### src/rtl/tile_pkg.sv
// Shared types and constants for the tile deck shuffler.
// TILE_DECK_FIXED_EN selects the fixed deck used for deterministic builds.
package tile_pkg;

    localparam int TILE_W    = 11;
    localparam int NUM_TILES = 10;
    localparam int IDX_W     = 4;
    localparam int COL_LSB   = 1;
    localparam int COL_MSB   = 6;
    localparam int COL_W     = COL_MSB - COL_LSB + 1;

    localparam logic [IDX_W-1:0] LAST_IDX = 4'd9;

    localparam logic [15:0] LFSR_SEED = 16'hACE1;
    localparam logic [15:0] LFSR_MASK = 16'hB400;

    typedef enum logic [1:0] {
        IDLE,
        FILL,
        SHUFFLE,
        READY
    } state_t;

    localparam logic [COL_W-1:0] FIXED_DECK [NUM_TILES] = '{
        6'd1, 6'd2, 6'd3, 6'd4, 6'd2,
        6'd4, 6'd3, 6'd1, 6'd5, 6'd5
    };

    // Row, column and flipped fields are always zero in a fresh deck.
    function automatic logic [TILE_W-1:0] make_code(
        input logic [COL_W-1:0] colour
    );
        return {4'b0000, colour, 1'b0};
    endfunction

endpackage

### src/rtl/tile_deck_shuffler_lfsr.sv
// Free-running 16-bit Galois LFSR feeding the shuffle index.
// Runs every cycle so the deck depends on when start arrives.
module deck_lfsr
    import tile_pkg::*;
(
    input  logic        CLOCK_50,
    input  logic        reset,
    output logic [15:0] out
);

    // Shift right, folding the feedback mask in when a one drops out.
    always_ff @(posedge CLOCK_50 or posedge reset) begin
        if (reset) begin
            out <= LFSR_SEED;
        end else begin
            out <= {1'b0, out[15:1]} ^ (out[0] ? LFSR_MASK : 16'h0000);
        end
    end

endmodule

### src/rtl/tile_deck_shuffler.sv
// Builds a 10-slot memory-game deck of colour pairs and shuffles it.
// Define TILE_DECK_FIXED_EN to skip shuffling and load a fixed deck.
module tile_deck_shuffler
    import tile_pkg::*;
(
    input  logic              CLOCK_50,
    input  logic              reset,
    input  logic              start,
    input  logic [IDX_W-1:0]  rd_idx_a,
    input  logic [IDX_W-1:0]  rd_idx_b,
    output logic [TILE_W-1:0] rd_code_a,
    output logic [TILE_W-1:0] rd_code_b,
    output logic              match,
    output logic              busy,
    output logic              ready
);

    state_t            state_q;
    state_t            state_d;
    logic [IDX_W-1:0]  i_q;
    logic [IDX_W-1:0]  j;
    logic [15:0]       lfsr;
    logic [TILE_W-1:0] slots [NUM_TILES];

    deck_lfsr u_lfsr (
        .CLOCK_50 (CLOCK_50),
        .reset    (reset),
        .out      (lfsr)
    );

    // Scale the low LFSR byte into 0..i for the Fisher-Yates swap partner.
    assign j = 4'(((lfsr & 16'h00FF) * {12'd0, i_q + 4'd1}) >> 8);

    // State register.
    always_ff @(posedge CLOCK_50 or posedge reset) begin
        if (reset) begin
            state_q <= IDLE;
        end else begin
            state_q <= state_d;
        end
    end

    // Next state and status; ready falls as soon as a rebuild is requested.
    always_comb begin
        state_d = state_q;
        busy    = 1'b0;
        ready   = 1'b0;
        unique case (state_q)
            IDLE: begin
                if (start) state_d = FILL;
            end
            FILL: begin
                busy = 1'b1;
`ifdef TILE_DECK_FIXED_EN
                state_d = READY;
`else
                state_d = SHUFFLE;
`endif
            end
            SHUFFLE: begin
                busy = 1'b1;
                if (i_q == 4'd1) state_d = READY;
            end
            READY: begin
                ready = !start;
                if (start) state_d = FILL;
            end
            default: state_d = IDLE;
        endcase
    end

    // Deck storage: load pairs in FILL, swap one slot per SHUFFLE cycle.
    always_ff @(posedge CLOCK_50 or posedge reset) begin
        if (reset) begin
            i_q <= '0;
            for (int k = 0; k < NUM_TILES; k++) begin
                slots[k] <= '0;
            end
        end else if (state_q == FILL) begin
            i_q <= LAST_IDX;
            for (int k = 0; k < NUM_TILES; k++) begin
`ifdef TILE_DECK_FIXED_EN
                slots[k] <= make_code(FIXED_DECK[k]);
`else
                slots[k] <= make_code(6'((k >> 1) + 1));
`endif
            end
        end else if (state_q == SHUFFLE) begin
            slots[i_q] <= slots[j];
            slots[j]   <= slots[i_q];
            i_q        <= i_q - 4'd1;
        end
    end

    assign rd_code_a = (rd_idx_a <= LAST_IDX) ? slots[rd_idx_a] : '0;
    assign rd_code_b = (rd_idx_b <= LAST_IDX) ? slots[rd_idx_b] : '0;

    assign match = ready
                && (rd_idx_a != rd_idx_b)
                && (rd_idx_a <= LAST_IDX)
                && (rd_idx_b <= LAST_IDX)
                && (rd_code_a[COL_MSB:COL_LSB] == rd_code_b[COL_MSB:COL_LSB]);

endmodule
### config.mk
export PLATFORM = sky130hd
export DESIGN_NAME = tile_deck_shuffler
export DESIGN_NICKNAME = d
export VERILOG_FILES = /design/src/rtl/tile_pkg.sv /design/src/rtl/tile_deck_shuffler_lfsr.sv /design/src/rtl/tile_deck_shuffler.sv
export SDC_FILE = /design/constraint.sdc
export NUM_CORES = 1
export LEC_CHECK = 0
export CORE_ASPECT_RATIO = 0.8
export CORE_MARGIN = 2
export CORE_UTILIZATION = 35
export CTS_CLUSTER_DIAMETER = 40
export DETAILED_ROUTE_END_ITERATION = 12
export PLACE_DENSITY = 0.59
export SYNTH_ARGS = -nofsm -noshare
export SYNTH_HDL_FRONTEND = slang
export SYNTH_HIERARCHICAL = 1
export SYNTH_SLANG_ARGS = --single-unit
### constraint.sdc
create_clock -name CLOCK_50 -period 9 [get_ports CLOCK_50]
set_input_delay 1.8 -clock CLOCK_50 [delete_from_list [all_inputs] [get_ports CLOCK_50]]
set_output_delay 1.8 -clock CLOCK_50 [all_outputs]
set_load 0.1 [all_outputs]
# Yosys cells after proc, flatten, opt, wreduce, memory -nomap -nowiden
# Cells that the tools add are included.
[totals]
register_bits = 132
input_bits = 11
output_inout_bits = 25
[op_classes]
add_sub_neg = 2
multipliers = 1
order_cmp = 8
eq_ne = 8
mux = 30
bitwise_logic = 5
reduce_logical = 12
[op_table]
columns = ["op", "n"]
rows = [
  ["$bwmux W110", 2],
  ["$mux W110", 2],
  ["$bmux W11 S4", 4],
  ["$mux W11", 12],
  ["$demux W11 S4", 2],
  ["$ge A5 B5 Y1 const B", 4],
  ["$not A4 Y5", 4],
  ["$mux W16", 1],
  ["$xor A15 B16 Y16", 1],
  ["$mul A8 B4 Y12", 1],
  ["$lt A5 B1 Y1 const B", 2],
  ["$le A4 B4 Y1 const B", 2],
  ["$mux W4", 2],
  ["$eq A6 B6 Y1", 1],
  ["$logic_and A1 B1 Y1", 6],
  ["$pmux W2 S3", 1],
  ["$add A4 B1 Y4 const B", 1],
  ["$eq A2 B2 Y1 const B", 2],
  ["$eq A4 B1 Y1 const B", 1],
  ["$mux W2", 2],
  ["$ne A4 B4 Y1", 1],
  ["$reduce_or A2 Y1", 2],
  ["$sub A4 B1 Y4 const B", 1],
  ["$eq A2 B1 Y1 const B", 1],
  ["other kinds (7)", 8],
]

# Longest topological paths before layout
# Gate-level depths: netlist (run 1).
[depth]
depth_word = 10
mapped_depth = 22
mapped_depth_nobuf = 16

# Modules after synthesis
# Netlist (run 1), hierarchy kept.
[modules_own_cells]
columns = ["module", "n_inst", "cells_each", "area_each_um2"]
rows = [
  ["tile_deck_shuffler", 1, 1145, 10595.2],
  ["deck_lfsr", 1, 20, 440.4],
]

# Worst setup path after synthesis (run 1)
# OpenSTA, ideal clock, no wires.
[synth_timing]
path_type = "input to output"
from = "input port rd_idx_a[0]"
to = "output port match"
arrival_ns = 8.521
required_ns = 7.200
slack_ns = -1.321
stages = 9
path_buffers = 2
cell_sequence = "buf_2 > buf_1 > mux2i_1 > nor2_1 > a21oi_1 > o21ai_0 > xor2_1 > or4_1 > nor4_1"
[synth_between]
elab_chain_len = 7
[synth_lines]
columns = ["item", "line_no", "rtl"]
rows = [
  ["from (decl)", "tile_deck_shuffler.sv:9", "input logic [IDX_W-1:0] rd_idx_a,"],
  ["$not A4 Y5 (implied by the code)", "tile_deck_shuffler.sv:95", "assign rd_code_a = (rd_idx_a <= LAST_IDX) ? slots[rd_idx_a] : '0;"],
  ["$bmux W11 S4", "tile_deck_shuffler.sv:95", ""],
  ["$mux W11 (implied by the code) (2 in series)", "tile_deck_shuffler.sv:95", ""],
  ["$mux W11 *", "tile_deck_shuffler.sv:95", ""],
  ["net rd_code_a[3]", "tile_deck_shuffler.sv:11", "output logic [TILE_W-1:0] rd_code_a,"],
  ["$eq A6 B6 Y1 *", "tile_deck_shuffler.sv:102", "&& (rd_code_a[COL_MSB:COL_LSB] == rd_code_b[COL_MSB:COL_LSB]);"],
  ["$logic_and A1 B1 Y1 *", "tile_deck_shuffler.sv:102", ""],
  ["to (decl)", "tile_deck_shuffler.sv:13", "output logic match,"],
]
# The timed path passes the listed nets; every way through them passes the cells marked *. The select of a mux whose other input is x is not followed.

# Worst setup path in the final report (run 1)
[layout_timing]
from = "register i_q[1]"
to = "register slots[81] in the netlist's numbering"
[layout_between]
elab_chain_len = 10
[layout_lines]
columns = ["item", "line_no", "rtl"]
rows = [
  ["from (decl)", "tile_deck_shuffler.sv:20", "logic [IDX_W-1:0] i_q;"],
  ["from (signal assigned)", "tile_deck_shuffler.sv:91", "i_q <= i_q - 4'd1;"],
  ["$add A4 B1 Y4", "tile_deck_shuffler.sv:32", "assign j = 4'(((lfsr & 16'h00FF) * {12'd0, i_q + 4'd1}) >> 8);"],
  ["$mul A8 B4 Y12", "tile_deck_shuffler.sv:32", ""],
  ["$not A4 Y5 (implied by the code)", "tile_deck_shuffler.sv:89, tile_deck_shuffler.sv:90", ""],
  ["$ge A5 B5 Y1 (implied by the code) (tied with other cells)", "tile_deck_shuffler.sv:90", "slots[j] <= slots[i_q];"],
  ["$logic_and A1 B1 Y1 (implied by the code) or $mux W11 (tied branches)", "tile_deck_shuffler.sv:90, tile_deck_shuffler.sv:89", ""],
  ["$mux W11 (on tied branches)", "tile_deck_shuffler.sv:90, tile_deck_shuffler.sv:89", ""],
  ["$demux W11 S4 or $bwmux W110 (tied branches)", "tile_deck_shuffler.sv:90, tile_deck_shuffler.sv:89", ""],
  ["$bwmux W110 *", "tile_deck_shuffler.sv:90", ""],
  ["$mux W110 *", "tile_deck_shuffler.sv:88", "end else if (state_q == SHUFFLE) begin"],
  ["$mux W110 *", "tile_deck_shuffler.sv:79", "end else if (state_q == FILL) begin"],
  ["to (signal, indexed assignment)", "tile_deck_shuffler.sv:85", "slots[k] <= make_code(6'((k >> 1) + 1));"],
  ["to (signal, indexed assignment)", "tile_deck_shuffler.sv:89", "slots[i_q] <= slots[j];"],
  ["to (signal, indexed assignment)", "tile_deck_shuffler.sv:90", ""],
  ["to (decl)", "tile_deck_shuffler.sv:23", "logic [TILE_W-1:0] slots [NUM_TILES];"],
]
# Every way passes the cells marked *; elsewhere a longest branch is shown, timed or not. The select of a mux whose other input is x is not followed.
# A chain may end at the register's enable or synchronous reset.

==> run summary, run 1 <==
The wire length of the first global-routing pass came out at ~68 mm. Clock-pin slew was measured on the worst setup and hold paths at 0.07 ns. The detailed-placement wirelength estimate came out at 29.8 mm. The final worst setup slack is around 2.1 ns.

At the end of routability-driven placement, the weighted congestion stood at 0.990. The number of hold buffers added after cts is 0. Synthesis produced ~1200 cells.

The layout overhead on the synthesized area is 12.7%. Walking the worst path, the cells encountered are buf_4 > ha_1 > xor2_1 > nand2_1 > fa_1 > inv_1 > fa_1 > ha_1 > nor2b_1 > a41oi_2 > o211ai_2 > nand2_4 > a211oi_1 > a21oi_1 > a222oi_1 > o21ai_0. In this design, the stage delay of the slowest critical-path cell is ~1.1 ns.

The initial antenna violation count came out at 0. In this run the remaining antenna-violating nets after routing total 0. The die height is 163 um. The share of synthesized area occupied by flip-flops and latches came out at between 30% and 40%. The number of setup violations in the final report came out at 0. The die is between 200 and 250 um wide. The number of enable flip-flop cells after synthesis came out at 0. The async set-reset flop share out of synthesis is 100%. The count of synthesis-stage warnings from yosys came out at 6.

The proportion of power drawn by flip-flops and latches is ~28%. The slew of the pin with the lowest slew margin is about 1.4 ns. The share of total power dissipated in combinational logic is between 40 and 50%. The number of nets in the final layout is 1208. The peak supply drop is 0.146 mV.

Entering global routing, the biggest net connects 69 pins. The count of instances resized after the clock tree is built is 0. The length of the first detailed-routing pass in iterations is 6. The average via count per standard cell came out at between 6 and 7. The power density normalized to cell area came out at around 220 nW/um^2. The static leakage is 4.81 nW. The net switching share of the total power came out at a little under half. The largest area contributor in the netlist is dfrtp_1. The deepest clock path buffer count is 2.

At the worst endpoint, the required time is 9.26 ns. The total standard cell area after synthesis came out at between 10000 and 15000 sq um. The critical path starts at i_q[1]. The unique cell type count in the Yosys netlist is 75. The worst-case setup slack after placement came out at approximately 2.3 ns. For this run, the leading register cell type out of synthesis is dfrtp_1. On the critical path, the stage with the largest delay is an instance of a222oi_1. Of the post-synthesis cell area, the dominant cell type holds roughly 28%. The worst setup path is captured at a flip-flop. The internal portion of the total power is between 1 and 1.5 mW. The count of final hold-check violations came to 0.

In this run the worst hold path is classified as flip-flop to flip-flop. Setup repair after global routing left no endpoint under its margin. The met1 usage in global routing came out at 37.0%. The number of placed instances with taps included is between 1500 and 2000.

In the post-synthesis netlist, the biggest area contributors are dfrtp_1 (28%), mux4_2 (13%), a22oi_1 (5.6%). The placeable core region is around 31000 sq um. TritonCTS built the clock tree.

The total length of routed wires is around 45 mm. For this run, the number of standard cells in the final layout without fillers is about 1600. The total routing resource utilization after global routing came out at 27.3%.

The layer flagged by global routing as most heavily used is met2. The number of remaining DRC errors is 0. The via count of the first global-routing pass is approximately 11000. The clock reaches the later pin of the worst-skew pair after between 0.4 and 0.5 ns.

The count of buffers added by post-CTS timing repair for setup came out at 0. STA classifies the critical path startpoint as a flip-flop. In this run the most critical hold path is launched from u_lfsr/out[9].

Global routing consumed, on the met3 layer, 10.3% of the routing resources. Timing would allow up to 144 MHz. The violation count after the first detailed-routing iteration is 1729.

The number of nets in the synthesized netlist is around 1200. The total number of clock tree sinks came out at 132. The root buffer selected by CTS is clkbuf_16. The starting density of the core came out at approximately 35%.

The number of clock buffers inserted by TritonCTS is 17. The library cells used most frequently in the layout, excluding fill and tap cells, are dfrtp_1 (123), o21ai_0 (107), a22oi_1 (83), nand2_1 (79), mux4_2 (66). 36 I/O pins were placed. The final max-slew violation count is 0. Data on the critical path arrives at its endpoint at approximately 7.2 ns. The worst register-to-register path begins at i_q[1]. The most common library cell in the layout ignoring fill and taps is dfrtp_1. Cells with a size suffix above 1 make up around 16% of the layout. The remaining global-route overflow is 0.

The highest fanout seen on the critical path came out at 27. The area of the die is 33000 sq um. The detailed router placed about 11000 vias in this run.

Headroom to the max-slew limit came out at approximately 8.2%. The worst clock skew on the final layout came out at approximately 0.017 ns. The total power draw is ~2.8 mW.

The worst path needs 6.93 ns of the cycle, external delays included. The number of violations of the max-capacitance limit came out at 0. The critical path is of the flip-flop to flip-flop type.

The number of register bits inferred by synthesis is 132. The wire length per cell is 28.2 um. The number of buffers inserted by port buffering came out at 35. The run finished with clean final reports. The count of standard-cell rows came out at 58. The global-route met2 utilization is a little under 40%. Summed over all failing endpoints, the final setup total negative slack is 0 ns. The final critical-path share of the clock period is just under 80%. The post-synthesis area per instance is around 9.5 sq um. The clock network power share is between 20% and 30%.

For this design the total switching power over the nets is roughly 1.3 mW. The maximum level of the CTS H-tree came out at 4.
flip-flops by register name, indices dropped and copies added (netlist names):
| signal | flops |
|---|---|
| slots | 110 |
| u_lfsr/out | 16 |
| state_q | 2 |
| i_q | 4 |
per-layer routing:
metal	share of wire, %	wire [um]
met3	15	6750
met5	0	0
met1	39	17600
met4	4.9	2220
met2	41	18400
cells by family (layout without fill, tap and decap cells):
family,Yosys count,count (layout),synth area share (%)
adder cells (fa/ha/maj),34,34,4.60
AO/OA/AOI/OAI,416,416,26.0
other,0,1,0
AND/OR/NAND/NOR,312,312,13.9
buffers and inverters,119,130,4.31
XOR/XNOR,21,21,1.67
multiplexers,131,131,19.5
flip-flops,132,132,30.0
critical path, delay by kind of cell (launching register included):
family	cells	cell delay [ns]
AO/OA/AOI/OAI	6	2.83
adder cells (fa/ha/maj)	4	1.58
AND/OR/NAND/NOR	3	0.79
flip-flops	1	0.51
buffers and inverters	2	0.49
XOR/XNOR	1	0.49
stage by stage:
step / hold WS, ns / cell area, sq um / util, %
after detailed placement: 0.339 / 11800 / 37.8
after global routing: 0.365 / 12400 / 39.8
after global placement: 0.337 / 11800 / 37.8
after floorplan: 0.331 / 11000 / -
after CTS: 0.354 / 12400 / 39.8
final: 0.353 / 12400 / 39.8
Yosys cell counts, drive strengths merged, types with 31 or more instances:
cell type and n:
a21oi 43, a22oi 85, clkbuf 62, dfrtp 124, inv 31, mux2i 53, mux4 66, nand2 80
nand3 59, nor2 63, o21ai 130
final timing paths:
| kind | to | slack (ns) | cells after the start |
|---|---|---|---|
| max | slots[81] | 2.07 | 16 |
| min | u_lfsr/out[8] | 0.35 | 0 |
| max reg2reg | slots[81] | 2.07 | 16 |
| min reg2reg | u_lfsr/out[8] | 0.35 | 0 |
| max in group asynchronous | slots[32] | 5.75 | 3 |
| min in group asynchronous | u_lfsr/out[1] | 1.81 | 2 |
final cells by class:
cell class | instances | area [sq um]
timing repair buffer | 66 | 571
inverter | 32 | 123
clock inverter | 11 | 173
sequential | 132 | 3310
antenna | 1 | 2.50
multi-input combinational | 914 | 7270
fill | 3032 | 18800
clock buffer | 21 | 460
tap | 420 | 526
power groups by stage:
stage	registers (mW)	clock network, mW	logic [mW]
2_1_floorplan	0.713	0	0.804
3_3_place_gp	0.766	0	1.18
3_5_place_dp	0.767	0	1.18
4_1_cts	0.757	0.784	1.18
5_1_grt	0.767	0.807	1.27
6_report	0.767	0.782	1.22
Power figures use the tool's default switching activity.
==> run 2: changes to the inputs <==
clock period = 6.9 ns   (was 9 ns; I/O delays follow)
==> run 2 against run 1 <==
Worst hold slack worse by 0.0021 ns. First-iteration DRC count is 4.5% higher. Clock power is 21% higher. Fmax is 14% higher. Highest routed layer unchanged. Critical endpoint is now slots[10]. Core utilization is 0.14 points higher. Design area is 0.35% higher. Final cell count is 0.88% higher. Wire length is 0.51% lower. Setup slack worse by 1.2 ns. Via count is 0.25% higher. Sequential power is 30% higher. Die area stayed put.
==> run summary, run 2 (synthesis gave the netlist of run 1 again) <==
Status: finished clean (unchanged). The placeable core region is 31200 sq um (unchanged). The maximum level of the CTS H-tree was 4 (unchanged). The static leakage is 4.91 nW (was 4.81 nW). The die height came out at 163 um (unchanged). The number of cells on the critical path came out at 18 (was 16). The final max-slew violation count came out at 0 (unchanged). The antenna violation net count after detailed routing came out at 0 (unchanged). The final critical-path share of the clock period came out at 87.9% (was 77.0%). The launching element type of the critical path is a flip-flop (unchanged).

The net switching share of the total power came to 47.2% (was 46.3%). The pin count of the biggest net entering global routing is 72 (was 69). The power density normalized to cell area came out at 285 nW/um^2 (was 223 nW/um^2). The wire length of the first global-routing pass is 67.7 mm (was 67.9 mm). The maximum clock frequency is 165 MHz (was 144 MHz). RSZ-0062 raised after global routing: no (unchanged). The data arrival time of the critical path is 6.35 ns (was 7.19 ns). The endpoint kind of the worst setup timing path is a flip-flop (unchanged). Top library cells by usage in the layout, fill and taps aside: dfrtp_1 (123), o21ai_0 (106), a22oi_1 (83), nand2_1 (79), buf_4 (67) (was dfrtp_1 (123), o21ai_0 (107), a22oi_1 (83), nand2_1 (79), mux4_2 (66)).

The area of the die was 33000 sq um (unchanged). The slowest stage cell on the critical path is a21oi_1 (was a222oi_1). The clock network power share is 26.6% (was 28.2%). The delay contributed by the slowest stage of the critical path came out at 0.66 ns (was 1.08 ns). The number of nets in the final layout is 1223 (was 1208). The total length of routed wires is 44.7 mm (was 45.0 mm). The count of instances resized after the clock tree is built came out at 0 (unchanged). The most common library cell in the layout ignoring fill and taps was dfrtp_1 (unchanged). The deepest clock path buffer count came out at 2 (unchanged). The end point of the critical path is slots[10] (was slots[81]). The starting density of the core came to 35.4% (unchanged). Cell Chain, Critical Path: inv_1 > ha_1 > and2_2 > fa_1 > inv_1 > fa_1 > inv_1 > ha_1 > a21oi_1 > o21ai_2 > a22oi_2 > buf_4 > nand3_1 > a21oi_1 > buf_4 > nor2_1 > nand2_1 > o21ai_0 (was buf_4 > ha_1 > xor2_1 > nand2_1 > fa_1 > inv_1 > fa_1 > ha_1 > nor2b_1 > a41oi_2 > o211ai_2 > nand2_4 > a211oi_1 > a21oi_1 > a222oi_1 > o21ai_0). The final-layout fill cell count is 3104 (was 3032). The path category of the worst min-delay check is flip-flop to flip-flop (unchanged). The wire length per cell is 27.8 um (was 28.2 um).

The net load switching power is 1.68 mW (was 1.28 mW). The count of final hold-check violations is 0 (unchanged). The count of standard-cell rows is 58 (unchanged). The portion of total power attributed to combinational logic came out at 45.1% (was 44.1%).

The sequential standard cell area is 3310 sq um (unchanged). The clock period minus final worst setup slack is 6.06 ns (was 6.93 ns). The root buffer selected by CTS is clkbuf_16 (unchanged).

The clock slew at the register clock pins of the worst setup and hold paths is 0.06 ns (was 0.07 ns). The peak supply drop is 0.173 mV (was 0.146 mV). The number of hold buffers added after cts came out at 0 (unchanged). The total routing resource utilization after global routing came out at 27.4% (was 27.3%). The number of violations of the max-capacitance limit came out at 0 (unchanged).

The violation count after the first detailed-routing iteration was 1807 (was 1729). The share of post-route cells with drive strength above 1 is 19.5% (was 16.4%). The clock insertion delay at the later pin of the skew report came out at 0.44 ns (was 0.45 ns). The category of cells accounting for the largest share of critical-path delay is compound AO/OA/AOI/OAI gates (unchanged). The initial antenna violation count is 0 (unchanged). The via count of the first global-routing pass came out at 10444 (was 10534).

The total via count after detailed routing came out at 11024 (was 10997). The post-route standard cell area excluding fillers is 12500 sq um (was 12400 sq um). The antenna diode instance count came out at 0 (was 1). The worst clock skew on the final layout is 0.0123 ns (was 0.0167 ns). The highest fanout seen on the critical path was 34 (was 27). The startpoint of the worst setup timing path is i_q[0] (was i_q[1]). The top register by number of flip-flops is slots (unchanged). The instance area after placement came out at 11900 sq um (was 11800 sq um).

The category of the most critical setup path is flip-flop to flip-flop (unchanged). The number of flip-flops under the largest register name is 110 (unchanged). The x dimension of the die came out at 203 um (unchanged). The internal power came out at 1.88 mW (was 1.49 mW). The number of clock buffers inserted by TritonCTS came out at 17 (unchanged). The length of the first detailed-routing pass in iterations came to 8 (was 6).

The relative max-transition margin came out at 20.3% (was 8.25%). The number of remaining DRC errors is 0 (unchanged). The remaining global-route overflow came out at 0 (unchanged). The last weighted congestion value of the routability-driven placer was 0.985 (was 0.990).

The sum of buffers and inverters on the critical path is 5 (was 2). Among the stages of the critical path, the cell type that occurs most often is inv_1. The count of buffers added by post-CTS timing repair for setup came to 0 (unchanged).

The end-of-flow core utilization is 40.0% (was 39.8%). The TritonCTS clock tree is built (unchanged). The cell count of the worst reg-to-reg path came out at 18 (was 16). The proportion of power drawn by flip-flops and latches came out at 28.2% (was 27.7%). The footprint of the multi-input gates is 7280 sq um (was 7270 sq um). Largest registers: slots (110), u_lfsr/out (16), i_q (4) (unchanged). The startpoint of the lowest-slack register-to-register path is i_q[0] (was i_q[1]). The number of setup violations in the final report came out at 0 (unchanged). The worst path required time came out at 7.19 ns (was 9.26 ns).

The worst reg-to-reg setup slack came out at 0.84 ns (was 2.07 ns). The layout overhead on the synthesized area came out at 13.1% (was 12.7%). The final-layout setup total negative slack came out at 0 ns (unchanged). The average via count per standard cell came out at 6.84 (was 6.89). The detailed-placement wirelength estimate came to 29.7 mm (was 29.8 mm). The number of buffers inserted by port buffering came out at 35 (unchanged). The total number of clock tree sinks came out at 132 (unchanged). The number of top-level pins is 36 (unchanged). The capture instance of the worst register-to-register path is slots[10] (was slots[81]).

The slew of the pin with the lowest slew margin is 1.19 ns (was 1.37 ns).
-- run 2: cell types whose count changed in the layout (fill, tap and decap cells not counted), sizes merged --
| cell | change |
|---|---|
| buf | +37 |
| clkdlybuf4s50 | -22 |
| bufinv | -2 |
| clkbuf | -2 |
| clkinv | +2 |
| clkinvlp | +1 |
| diode | -1 |
| inv | +1 |
-- run 2: final cells by class --
class | instances | area share [%]
clock inverters | 13 | 1.19
well taps | 420 | 4.21
multi-input cells | 914 | 58.3
inverters | 32 | 0.983
repair buffers | 81 | 5.16
flip-flops and latches | 132 | 26.6
clock buffers | 19 | 3.55
-- run 2: per-layer routing --
metal  track usage [%]  up-vias  part of all wire, %
li1                  -     4577                    -
met4              15.1        0                  5.7
met2              38.1      889                   41
met3              7.48      166                   13
met5                 0        -                    0
met1              38.2     5392                   40
-- run 2: worst min-delay path by stage --
stage / slack (ns) / endpoint / depth (start not counted) / startpoint
after global placement: 0.33 / u_lfsr/out[8] / 0 / u_lfsr/out[9]
after detailed placement: 0.34 / u_lfsr/out[7] / 0 / u_lfsr/out[8]
final: 0.35 / u_lfsr/out[7] / 0 / u_lfsr/out[8]
after global routing: 0.37 / u_lfsr/out[7] / 0 / u_lfsr/out[8]
after floorplan: 0.33 / u_lfsr/out[8] / 0 / u_lfsr/out[9]
after CTS: 0.36 / u_lfsr/out[7] / 0 / u_lfsr/out[8]
-- run 2: power by group through the flow --
stage          clock [mW]  combinational, mW  sequential, mW
5_1_grt             0.987               1.67            1.01
2_1_floorplan           0               1.05           0.929
3_5_place_dp            0               1.55            1.00
3_3_place_gp            0               1.54           0.996
6_report            0.948               1.61            1.00
4_1_cts             0.954               1.55           0.989
-- run 2: stage by stage --
stage                     setup WS [ns]  hold WS [ns]  total power, mW  instances
after global routing              0.636         0.368             3.66       1611
final                             0.836         0.351             3.56       1611
after floorplan                  0.0239         0.331             1.98       1165
after global placement            0.935         0.332             2.54       1578
after CTS                         0.811         0.357             3.49       1610
after detailed placement          0.864         0.342             2.55       1578
==> RTL change (flow settings as in run 2) <==
The option `TILE_DECK_FIXED_EN` is turned on by a define.
--- a/src/rtl/tile_deck_shuffler.sv
+++ b/src/rtl/tile_deck_shuffler.sv
@@ -1,5 +1,7 @@
 // Builds a 10-slot memory-game deck of colour pairs and shuffles it.
 // Define TILE_DECK_FIXED_EN to skip shuffling and load a fixed deck.
+`define TILE_DECK_FIXED_EN
+
 module tile_deck_shuffler
     import tile_pkg::*;
 (
Check against the original RTL: not equivalent (Yosys sat finds a counterexample within 4 cycles, from zero or initial values and one cycle with reset high).
==> RTL change against run 2 <==
Final area shrank 6.5%. Global-route usage down 1.1 points. Worst setup slack gained 0.10 ns. Cell count decreased by 11%. Hold slack improved by 0.0031 ns. Area after synthesis down 6.8%. Die area shrank 6.7%. Power down 15%. First-iteration DRC count fell by 26%. Sequential cell count did not move. Sequential power is 11% lower. Core utilization grew 0.15 points. Wire length fell by 12%. Largest cell class unchanged.
==> RTL change: results (changes against run 2) <==
stage	metric	value	unit	change
timing	finClkSkew	0.01089	ns	-0.001384 ns
worst_hold_path	hold-path-endpoint	u_lfsr/out[11]		
grt	grtUsageMet2	38.49	%	+0.39 points
worst_setup_path	r2r_end	slots[77]		
outcome	status	completed		
drt	wl_met2	16.63	mm	-9.1%
logic_synthesis	synth-compound-area-share	21.68	%	-4.3 points
worst_hold_path	holdCritStartpoint	u_lfsr/out[12]		
logic_synthesis	synth_area_leaders	dfrtp_1, mux4_2, a221o_1, mux2i_1, nor2_1		
worst_setup_path	rr_worst_depth	16		-2
pwr	seqPwrFrac	29.3	%	+1.1 points
grt	grt_max_degree	71		-1.4%
logic_synthesis	synth_fa_ha_area_share	4.820	%	+0.22 points
logic_synthesis	yosysUniqueCellTypes	66		-12%
timing	slew_headroom	18.33	%	-2.0 points
grt	use_met1	35.30	%	-2.9 points
finish	fill_cells	2811		-9.4%
logic_synthesis	synth.mux.area_fraction	21.47	%	+2.0 points
worst_setup_path	timing.critical_path.fanout_max	20		-41%
drt	dr_wl_met3	4.915	mm	-16%
pwr	power_per_cell_area	259.6	mW/mm²	-9.0%
grt	grt_pass1_wl	59.50	mm	-12%
grt	grt_use_met3	7.971	%	+0.49 points
placement	dp_hpwl	25.03	mm	-16%
drt	wl_met1	16.08	mm	-11%
drt	first_pass_iters	6		-2
drt	dr.first_iter.drc_count	1334		-26%
finish	layout-drive-gt1-share	20.57	%	+1.1 points
pwr	ir_drop	197.6	µV	+14%
[RTL change: changes by cell type in the layout (fill, tap and decap cells not counted), moves of 11 or more]
cell             run 2  this run
a221o_1              1        99
o21ai_0            106        22
a22oi_1             83         8
nor2_1              62       135
nand3_1             59        35
o211ai_1            25         1
o221ai_1            26         4
or3_1               21         2
a211oi_1            15         1
a21oi_1             43        55
and3_1              15         4
inv_1               30        41
[RTL change: how the worst max path moves through the flow]
stage / startpoint / end / slack (ns)
detailed placement: i_q[0] / slots[29] / 1.06
CTS: i_q[0] / slots[77] / 1.01
finish: i_q[2] / slots[77] / 0.94
global placement: i_q[2] / slots[87] / 1.11
global route: i_q[0] / slots[31] / 0.63
floorplan: rd_idx_a[0] / match / 0.02
[RTL change: through the flow]
step           cells  util, %  setup slack, ns  hold WS, ns
5_1_grt         1427    40.14           0.6331       0.3668
2_1_floorplan   1027        -          0.02386       0.3312
4_1_cts         1427    40.14            1.010       0.3591
6_report        1427    40.14           0.9371       0.3545
3_5_place_dp    1395    38.03            1.063       0.3367
3_3_place_gp    1395    38.03            1.110       0.3376
[RTL change: critical path, cell delays in order, from the launching register on]
cell     delay (ns)
dfrtp_1        0.35
buf_4          0.37
xor2_1         0.54
and2_1         0.24
fa_1           0.42
inv_1          0.08
fa_1           0.40
inv_1          0.06
ha_1           0.25
a21oi_1        0.22
o22ai_1        0.22
a211o_2        0.44
xor2_4         0.57
buf_4          0.40
nand3_2        0.33
and3_1         0.50
a221o_1        0.44
[RTL change: area by class of cell]
cell class | count | area [µm²] | share of cell area, %
multi-input combinational | 769 | 6515 | 55.82
sequential | 132 | 3314 | 28.40
timing repair buffer | 75 | 595.6 | 5.102
tap | 377 | 471.7 | 4.041
clock buffer | 17 | 425.4 | 3.645
clock inverter | 15 | 190.2 | 1.629
inverter | 42 | 160.2 | 1.372
